`config.mk`:
```
export PLATFORM = sky130hd
export DESIGN_NAME = load_store_unit
export DESIGN_NICKNAME = d
export VERILOG_FILES = /design/src/rtl/load_store_unit.sv
export SDC_FILE = /design/constraint.sdc
export NUM_CORES = 1
export LEC_CHECK = 0
export ABC_AREA = 1
export CAP_MARGIN = 10
export CORE_MARGIN = 2
export CORE_UTILIZATION = 42
export CTS_CLUSTER_SIZE = 25
export DETAILED_ROUTE_END_ITERATION = 7
export DONT_BUFFER_PORTS = 1
export PLACE_DENSITY = 0.58
export RECOVER_POWER = 50
export SYNTH_ARGS = -nofsm -noshare
export SYNTH_HDL_FRONTEND = slang
export SYNTH_SLANG_ARGS = --single-unit
```
`constraint.sdc`:
```
create_clock -name clk -period 1.6 [get_ports clk]
set_input_delay 0.32 -clock clk [delete_from_list [all_inputs] [get_ports clk]]
set_output_delay 0.32 -clock clk [all_outputs]
set_load 0.005 [all_outputs]
```
`src/rtl/load_store_unit.sv`:
```
`default_nettype none
// ============================================================================
// Module      : load_store_unit
// Description : Memory-stage load/store unit. Issues one byte/half/word access
//               on a req/gnt/rvalid data bus, formats load data and stalls the
//               pipeline until the access completes. Misaligned accesses are
//               flagged without bus traffic.
//               Optional macro LSU_TIMEOUT_EN: abort REQ/RESP after
//               TIMEOUT_CYCLES cycles and pulse BusErrM.
// Revision    : 1.0 - initial release
// ============================================================================
module load_store_unit #(
    parameter int ADDR_W         = 32,
    parameter int TIMEOUT_CYCLES = 255
) (
    input  logic              clk,
    input  logic              rst,
    input  logic              MemReadM,
    input  logic              MemWriteM,
    input  logic [1:0]        MemSizeM,
    input  logic              LoadUnsignedM,
    input  logic [ADDR_W-1:0] AddrM,
    input  logic [31:0]       WriteDataM,
    output logic [31:0]       ReadDataM,
    output logic              StallLSU,
    output logic              MisalignM,
    output logic              BusErrM,
    output logic              bus_req,
    output logic              bus_we,
    output logic [ADDR_W-1:0] bus_addr,
    output logic [31:0]       bus_wdata,
    output logic [3:0]        bus_be,
    input  logic              bus_gnt,
    input  logic              bus_rvalid,
    input  logic [31:0]       bus_rdata
);

    typedef enum logic [1:0] {
        IDLE = 2'd0,
        REQ  = 2'd1,
        RESP = 2'd2,
        DONE = 2'd3
    } state_t;

    state_t            r_state;
    state_t            w_next;

    logic              w_access;
    logic              w_is_byte;
    logic              w_is_half;
    logic              w_misalign;
    logic [3:0]        w_be;
    logic [31:0]       w_wdata;
    logic [31:0]       w_shift;
    logic [31:0]       w_load;
    logic              w_timeout;

    logic [ADDR_W-1:0] r_addr;
    logic [1:0]        r_off;
    logic              r_byte;
    logic              r_half;
    logic              r_uns;
    logic              r_we;
    logic [3:0]        r_be;
    logic [31:0]       r_wdata;
    logic [31:0]       r_rdata;
    logic              r_misalign;

    // Decode the incoming request: size, alignment, lane enables and store data
    always_comb begin
        w_access  = MemReadM | MemWriteM;
        w_is_byte = (MemSizeM == 2'b01);
        w_is_half = (MemSizeM == 2'b10);
        // Size 00 falls into the word case together with 11
        w_misalign = (w_is_half & AddrM[0]) |
                     (~w_is_byte & ~w_is_half & (AddrM[1:0] != 2'b00));
        if (w_is_byte) begin
            w_be    = 4'b0001 << AddrM[1:0];
            w_wdata = {4{WriteDataM[7:0]}};
        end else if (w_is_half) begin
            w_be    = 4'b0011 << {AddrM[1], 1'b0};
            w_wdata = {2{WriteDataM[15:0]}};
        end else begin
            w_be    = 4'b1111;
            w_wdata = WriteDataM;
        end
    end

    // Select the addressed lane of the read data and extend it to 32 bits
    always_comb begin
        w_shift = bus_rdata >> {r_off, 3'b000};
        if (r_byte) begin
            w_load = {{24{~r_uns & w_shift[7]}}, w_shift[7:0]};
        end else if (r_half) begin
            w_load = {{16{~r_uns & w_shift[15]}}, w_shift[15:0]};
        end else begin
            w_load = bus_rdata;
        end
    end

`ifdef LSU_TIMEOUT_EN
    localparam int c_TCNT_W = $clog2(TIMEOUT_CYCLES + 1);

    logic [c_TCNT_W-1:0] r_tcnt;
    logic                r_buserr;

    // Count cycles spent waiting on the bus; cleared whenever not waiting
    always_ff @(posedge clk) begin
        if (rst || !((r_state == REQ) || (r_state == RESP))) begin
            r_tcnt <= '0;
        end else begin
            r_tcnt <= r_tcnt + 1'b1;
        end
    end

    // Timeout fires on the TIMEOUT_CYCLES-th waiting cycle
    always_comb begin
        w_timeout = ((r_state == REQ) || (r_state == RESP)) &&
                    (r_tcnt == c_TCNT_W'(TIMEOUT_CYCLES - 1));
    end

    // Bus error flag is high only during the DONE cycle of an aborted access
    always_ff @(posedge clk) begin
        if (rst) begin
            r_buserr <= 1'b0;
        end else begin
            r_buserr <= ((r_state == REQ)  && !bus_gnt    && w_timeout) ||
                        ((r_state == RESP) && !bus_rvalid && w_timeout);
        end
    end

    assign BusErrM = r_buserr;
`else
    assign w_timeout = 1'b0;
    assign BusErrM   = 1'b0;
`endif

    // State register
    always_ff @(posedge clk) begin
        if (rst) begin
            r_state <= IDLE;
        end else begin
            r_state <= w_next;
        end
    end

    // Next-state logic; a completing handshake wins over a coincident timeout
    always_comb begin
        w_next = r_state;
        case (r_state)
            IDLE: begin
                if (w_access) begin
                    w_next = w_misalign ? DONE : REQ;
                end
            end
            REQ: begin
                if (bus_gnt) begin
                    w_next = r_we ? DONE : RESP;
                end else if (w_timeout) begin
                    w_next = DONE;
                end
            end
            RESP: begin
                if (bus_rvalid || w_timeout) begin
                    w_next = DONE;
                end
            end
            default: begin
                w_next = IDLE;
            end
        endcase
    end

    // Capture request fields on issue and the formatted result on completion
    always_ff @(posedge clk) begin
        if (rst) begin
            r_addr     <= '0;
            r_off      <= 2'b00;
            r_byte     <= 1'b0;
            r_half     <= 1'b0;
            r_uns      <= 1'b0;
            r_we       <= 1'b0;
            r_be       <= 4'b0000;
            r_wdata    <= 32'h0;
            r_rdata    <= 32'h0;
            r_misalign <= 1'b0;
        end else begin
            r_misalign <= 1'b0;
            case (r_state)
                IDLE: begin
                    if (w_access && w_misalign) begin
                        r_rdata    <= 32'h0;
                        r_misalign <= 1'b1;
                    end else if (w_access) begin
                        r_addr  <= {AddrM[ADDR_W-1:2], 2'b00};
                        r_off   <= AddrM[1:0];
                        r_byte  <= w_is_byte;
                        r_half  <= w_is_half;
                        r_uns   <= LoadUnsignedM;
                        r_we    <= MemWriteM;
                        r_be    <= w_be;
                        r_wdata <= w_wdata;
                    end
                end
                REQ: begin
                    if (!bus_gnt && w_timeout) begin
                        r_rdata <= 32'h0;
                    end
                end
                RESP: begin
                    if (bus_rvalid) begin
                        r_rdata <= w_load;
                    end else if (w_timeout) begin
                        r_rdata <= 32'h0;
                    end
                end
                default: begin
                end
            endcase
        end
    end

    assign StallLSU  = ((r_state == IDLE) && w_access) ||
                       (r_state == REQ) || (r_state == RESP);
    assign bus_req   = (r_state == REQ);
    assign bus_we    = r_we;
    assign bus_addr  = r_addr;
    assign bus_be    = r_be;
    assign bus_wdata = r_wdata;
    assign ReadDataM = r_rdata;
    assign MisalignM = r_misalign;

endmodule
`default_nettype wire

```
* After elaboration in Yosys (flattened, before gate mapping)
Index checks and enable logic that the tools add are counted.
** Storage, ports and cells
- Flip-flop bits (word level) :: 107
- Input port bits :: 105
- Output and inout bits :: 105
- Word-level logic and storage cells :: 61
** Cells by class
- Eq/ne operators :: 8
- Shifts and indexed selects :: 3
- Multiplexer cells :: 16
- Bitwise logic cells :: 12
- Reduce and logical (&&, ||, !) cells :: 11
** Operators by type and width (count)
- 2-to-1 mux 32 bit :: 6
- one-hot mux 32 bit (2 select lines) :: 1
- >> shifter 32 x 5 -> 16 bit :: 1
- AND reduction 3 bit :: 3
- 2-to-1 mux 2 bit :: 4
- 2-to-1 mux 4 bit :: 2
- != test 2 bit (second input constant) :: 3
- one-hot mux 2 bit (3 select lines) :: 1
- bitwise AND 1 bit :: 5
- inverter 1 bit :: 5
- == test 2 x 1 -> 1 bit (second input constant) :: 2
- == test 2 bit (second input constant) :: 2
- nonzero test 2 bit :: 2
- left shift 1 x 2 -> 4 bit (first input constant) :: 1
- left shift 2 x 2 -> 4 bit (first input constant) :: 1
- logical AND 1 bit :: 2
- logical NOT 2 bit :: 1
- logical OR 1 bit :: 2
- 2-to-1 mux 1 bit :: 2
- != test 2 x 1 -> 1 bit (second input constant) :: 1
- OR 1 bit :: 2
- OR reduction 2 bit :: 1

* Longest topological paths before layout
Gate-level depths: netlist of the first run.
- Word-level depth :: 8
- Depth in mapped cells :: 12
- Gate-level depth less buffers :: 10

* Worst setup path before layout of the first run
Ideal clock, no wire load.
- Kind :: input to register
- Start :: input port MemSizeM[0]
- End :: register r_be[1], in the netlist bus_be[1]
- Library setup time :: 0.128 ns
- Arrival time :: 1.402 ns
- Data required time :: 1.472 ns
- Slack :: 0.070 ns
- Stages :: 11
- Buffers on the path :: 3
- Path through :: inv_1 > ha_1 > buf_4 > nand2_1 > nand2_1 > nand2_1 > nand2_2 > inv_2 > buf_2 > buf_2 > a31oi_1
** On the way
- Cells in the longest elaborated chain, start to end :: 8
- Elaborated cells on any way between the ends :: 13
- Classes of those cells :: eq/ne (2); mux (2); bitwise (7); reduce/logical (2)
** Ends and longest elaborated chain
- start: declaration :: RTL line 20 : input logic [1:0] MemSizeM,
- == test 2 bit * :: RTL line 73 : w_is_half = (MemSizeM == 2'b10);
- named net w_is_half :: RTL line 50 : logic w_is_half;
- inverter 1 bit :: RTL line 76 : (~w_is_byte & ~w_is_half & (AddrM[1:0] != 2'b00));
- bitwise AND 1 bit (2 in a row) :: RTL line 76
- OR 1 bit :: RTL line 75 : w_misalign = (w_is_half & AddrM[0]) |
- logical AND 1 bit :: RTL line 191 : if (w_access && w_misalign) begin
- inverter 1 bit (no line)
- AND reduction 3 bit (no line)
- end signal: assignment :: RTL line 201 : r_be <= w_be;
- end: declaration :: RTL line 64 : logic [3:0] r_be;
The timed path passes the listed nets; every way through them passes the cells marked *.
A chain may end at the register's enable or synchronous reset.

* Final worst setup path of the first run
- Start :: register r_state[1]
- End :: output port StallLSU
** On the way
- Cells in the longest elaborated chain, start to end :: 4
- Elaborated cells on any way between the ends :: 6
- Classes of those cells :: eq/ne (2); reduce/logical (4)
** Ends and longest elaborated chain
- start: declaration :: RTL line 45 : state_t r_state;
- start signal: assignment :: RTL line 143 : r_state <= w_next;
- logical NOT 2 bit :: RTL line 223 : assign StallLSU = ((r_state == IDLE) && w_access) ||
- logical AND 1 bit :: RTL line 223
- logical OR 1 bit :: RTL line 223
- logical OR 1 bit * :: RTL line 224 : (r_state == REQ) || (r_state == RESP);
- end: declaration :: RTL line 25 : output logic StallLSU,
Mark *: on every way between the ends. The rest lies on a longest branch, timed or not.

==> results.tsv, run 1 <==
metric	value	unit
ant_nets	0	
max_freq	0.623	GHz
routabilityCongestion	0.903	
crit_fanout	3	
cts.path.max_buffers	2	
fin_crit_sh	100	%
fp-row-count	39	
drt_iter0_drc	233	
reg2reg_from	r_state[0]$_SDFFE_PP0P_	
grtUsageTotal	22.5	%
slew-limit-headroom	56.0	%
cts_buffers	9	
critical_path.max_stage_delay	0.32	ns
ys_top_cells_by_area	dfxtp_1, o21ai_0, nand2_1	
netlist_area	0.00497	sq mm
path_cells	inv_2 > ha_4 > inv_4 > nor2_4 > buf_6 > nor2_2 > nand2_1	
p_total	9240	uW
grt_pass1_wl	23100	um
coreArea	0.0115	sq mm
io_buffers	0	
grt_remaining_overflow	0	
min_period	1.61	ns
finalHoldViolations	0	
first_global_vias	4645	
critPathLaunch	r_state[1]$_SDFFE_PP0P_	
cpMaxStageDelayCell	dfxtp_2	
cts_htree_levels	3	
worstSetupPathType	flip-flop to output pin	
cellLeakagePower	0.00223	uW
failed_checks	negative setup slack	
rsz0062_at_grt	yes	
die_w	113	um
worstSetupStartpointType	flip-flop	
synth_warnings	0	
syn_area_per_cell	7.09	sq um
root_buffer	clkbuf_16	
dieHeight	113	um
antennaDiodeCount	0	
end_kind	output pin	
synth_cell_types	25	
syn_inst	701	
wirelength	15100	um
fin_tns_setup	-0.00734	ns
crit_required	1.28	ns
remaining_drc_errors	0	
final-setup-viol-count	2	
cts_tree	built	
final.setup.worst_slack	-0.00527	ns
dp_hpwl	10500	um
numClockSinks	107	
worst_pin_slew	0.658	ns
yosysTopAreaCell	dfxtp_1	
p_per_area	1630	mW/mm^2
drt-pass1-iter-count	4	
clk_latency	0.35	ns
die-area	0.0127	sq mm
synth_top_cell_area_share	43.1	%
routedWlPerCell	17.8	um
crit_path_end	StallLSU	
synth_seq_cells	107	
reg2reg_depth	10	
ys_seq_area_share	43.1	%
grt_max_degree	72	
viasPerCell	5.60	
maxCapViolations	0	
ir_worst_vdd	0.815	mV
initial_utilization	43.4	%
status	finished with violations	
hp-class	primary input to flip-flop	
crit_arrival	1.29	ns
slew_viol_final	0	
clk_pin_slew	0.07	ns
vias	4736	
area_growth	14.3	%
place_inst	823	
postCtsHoldBufs	0	
layout-drive-gt1-share	13.8	%
ios	210	
nNetsFinal	809	
r2r_setup_slack	0	ns
r2r-end	ReadDataM[24]$_SDFFE_PP0P_	
antenna_found_initial	1	
fin_skew	0.00455	ns
stdcell_count	845	
cell usage in the layout, fill, tap and decap left out:
cell / n
nand2_1: 129
o21ai_0: 114
nor2_1: 107
dfxtp_1: 105
nand3_1: 50
a21oi_1: 35
a31oi_1: 25
buf_4: 21
inv_1: 17
nor3_1: 13
a21oi_2: 13
clkbuf_16: 12
inv_2: 7
buf_12: 6
nand2_2: 5
buf_6: 4
nor2_4: 3
nor3_2: 3
ha_1: 3
conb_1: 3
nor2_2: 2
nand2_4: 2
o21ai_1: 2
clkinv_4: 2
ha_2: 2
clkbuf_8: 2
dfxtp_2: 2
inv_4: 1
nand3_2: 1
nor2_8: 1
nand2_8: 1
nor3_4: 1
clkinv_1: 1
ha_4: 1
inv_6: 1
clkinv_2: 1
clkbuf_1: 1
buf_8: 1
buf_2: 1
buf_16: 1
sequential cells by signal (all words and copies together), names as in the netlist:
name       cells
MisalignM      1
ReadDataM     32
bus_addr      30
bus_be         4
bus_wdata     32
bus_we         1
r_byte         1
r_half         1
r_off          2
r_state        2
r_uns          1
final cells by class:
cell class / instances / area (sq um)
Clock inverter: 3 / 22.5
Clock buffer: 12 / 256
Fill cell: 1170 / 5780
Multi-Input combinational cell: 516 / 2530
Tap cell: 143 / 179
Timing Repair Buffer: 37 / 445
Sequential cell: 107 / 2140
Inverter: 27 / 109
critical path, delay by kind of cell (launching register included):
| kind | cells | cell delay, ns |
|---|---|---|
| adder cells (fa/ha/maj) | 1 | 0.15 |
| buffers and inverters | 3 | 0.23 |
| AND/OR/NAND/NOR | 3 | 0.24 |
| flip-flops | 1 | 0.32 |
Yosys cell counts:
library cell    n
nand3_1        51
a21oi_1        48
nand2_2         5
o21ai_0       116
ha_1            6
buf_6           7
nor3_4          1
nor2_2          2
buf_2          18
clkinv_1        1
dfxtp_1       107
clkbuf_1       17
buf_4          10
conb_1          1
nor2_4          1
nand2_1       130
inv_1          21
nor2_1        109
nand2_4         2
buf_1           1
nor3_1         13
inv_2           5
nor2_8          1
a31oi_1        25
nor3_2          3
power by group:
| part | total [uW] | internal, uW | switching (uW) |
|---|---|---|---|
| Sequential | 3680 | 3230 | 449 |
| Clock | 2100 | 1140 | 959 |
| Combinational | 3460 | 1420 | 2050 |
| Total | 9240 | 5790 | 3460 |
worst min-delay path by stage:
stage | from | endpoint | slack [ns] | cells past startpoint
2_1_floorplan | ReadDataM[20]$_SDFFE_PP0P_ | ReadDataM[20]$_SDFFE_PP0P_ | 0.46 | 2
3_3_place_gp | rst | bus_we$_SDFFE_PP0P_ | 0.39 | 1
3_5_place_dp | rst | ReadDataM[22]$_SDFFE_PP0P_ | 0.40 | 1
4_1_cts | rst | r_state[0]$_SDFFE_PP0P_ | 0.02 | 1
5_1_grt | rst | ReadDataM[22]$_SDFFE_PP0P_ | 0.02 | 1
6_report | rst | ReadDataM[22]$_SDFFE_PP0P_ | 0.03 | 1
logic make-up (layout without fill, tap and decap cells):
family / Yosys count / count (layout) / share of synthesized area [%]
AO/OA/AOI/OAI: 189 / 189 / 19.7
adder cells (fa/ha/maj): 6 / 6 / 1.51
buffers and inverters: 80 / 79 / 8.30
flip-flops: 107 / 107 / 43.1
other: 1 / 3 / 0.0754
AND/OR/NAND/NOR: 318 / 318 / 27.4
metrics by stage:
step	area (sq um)	utilization [%]	setup WS, ns	hold WS [ns]
6_report	5680	49.6	-0.00527	0.0348
2_1_floorplan	4980	-	0.0697	0.461
5_1_grt	5680	49.6	-0.126	0.0220
3_5_place_dp	5160	45.0	-0.0648	0.396
4_1_cts	5480	47.8	-0.00478	0.0168
3_3_place_gp	5160	45.0	-0.0187	0.393
repair_timing:
action                                  in CTS  in global routing
hold endpoints to repair                     0                  0
resized for setup                           14                 28
gates cloned                                 0                  5
endpoints found under the setup margin      31                 54
pin swaps                                    3                  2
buffers inserted                             1                  1
metal layers:
layer  global-route usage, %  share of wire [%]
met5                       0              0.046
met4                    8.37                1.9
met3                    8.41                 11
met2                    39.6                 50
met1                    24.8                 38
(Power assumes the default switching activity.)
==> run 2, diff against run 1 <==
--- a/config.mk
+++ b/config.mk
@@ -9,6 +9,7 @@
 export CAP_MARGIN = 10
 export CORE_MARGIN = 2
 export CORE_UTILIZATION = 42
+export CTS_CLUSTER_DIAMETER = 200
 export CTS_CLUSTER_SIZE = 25
 export DETAILED_ROUTE_END_ITERATION = 7
 export DONT_BUFFER_PORTS = 1
==> results of run 2 <==
The final DEF is identical to that of run 1; final timing and power are the same.
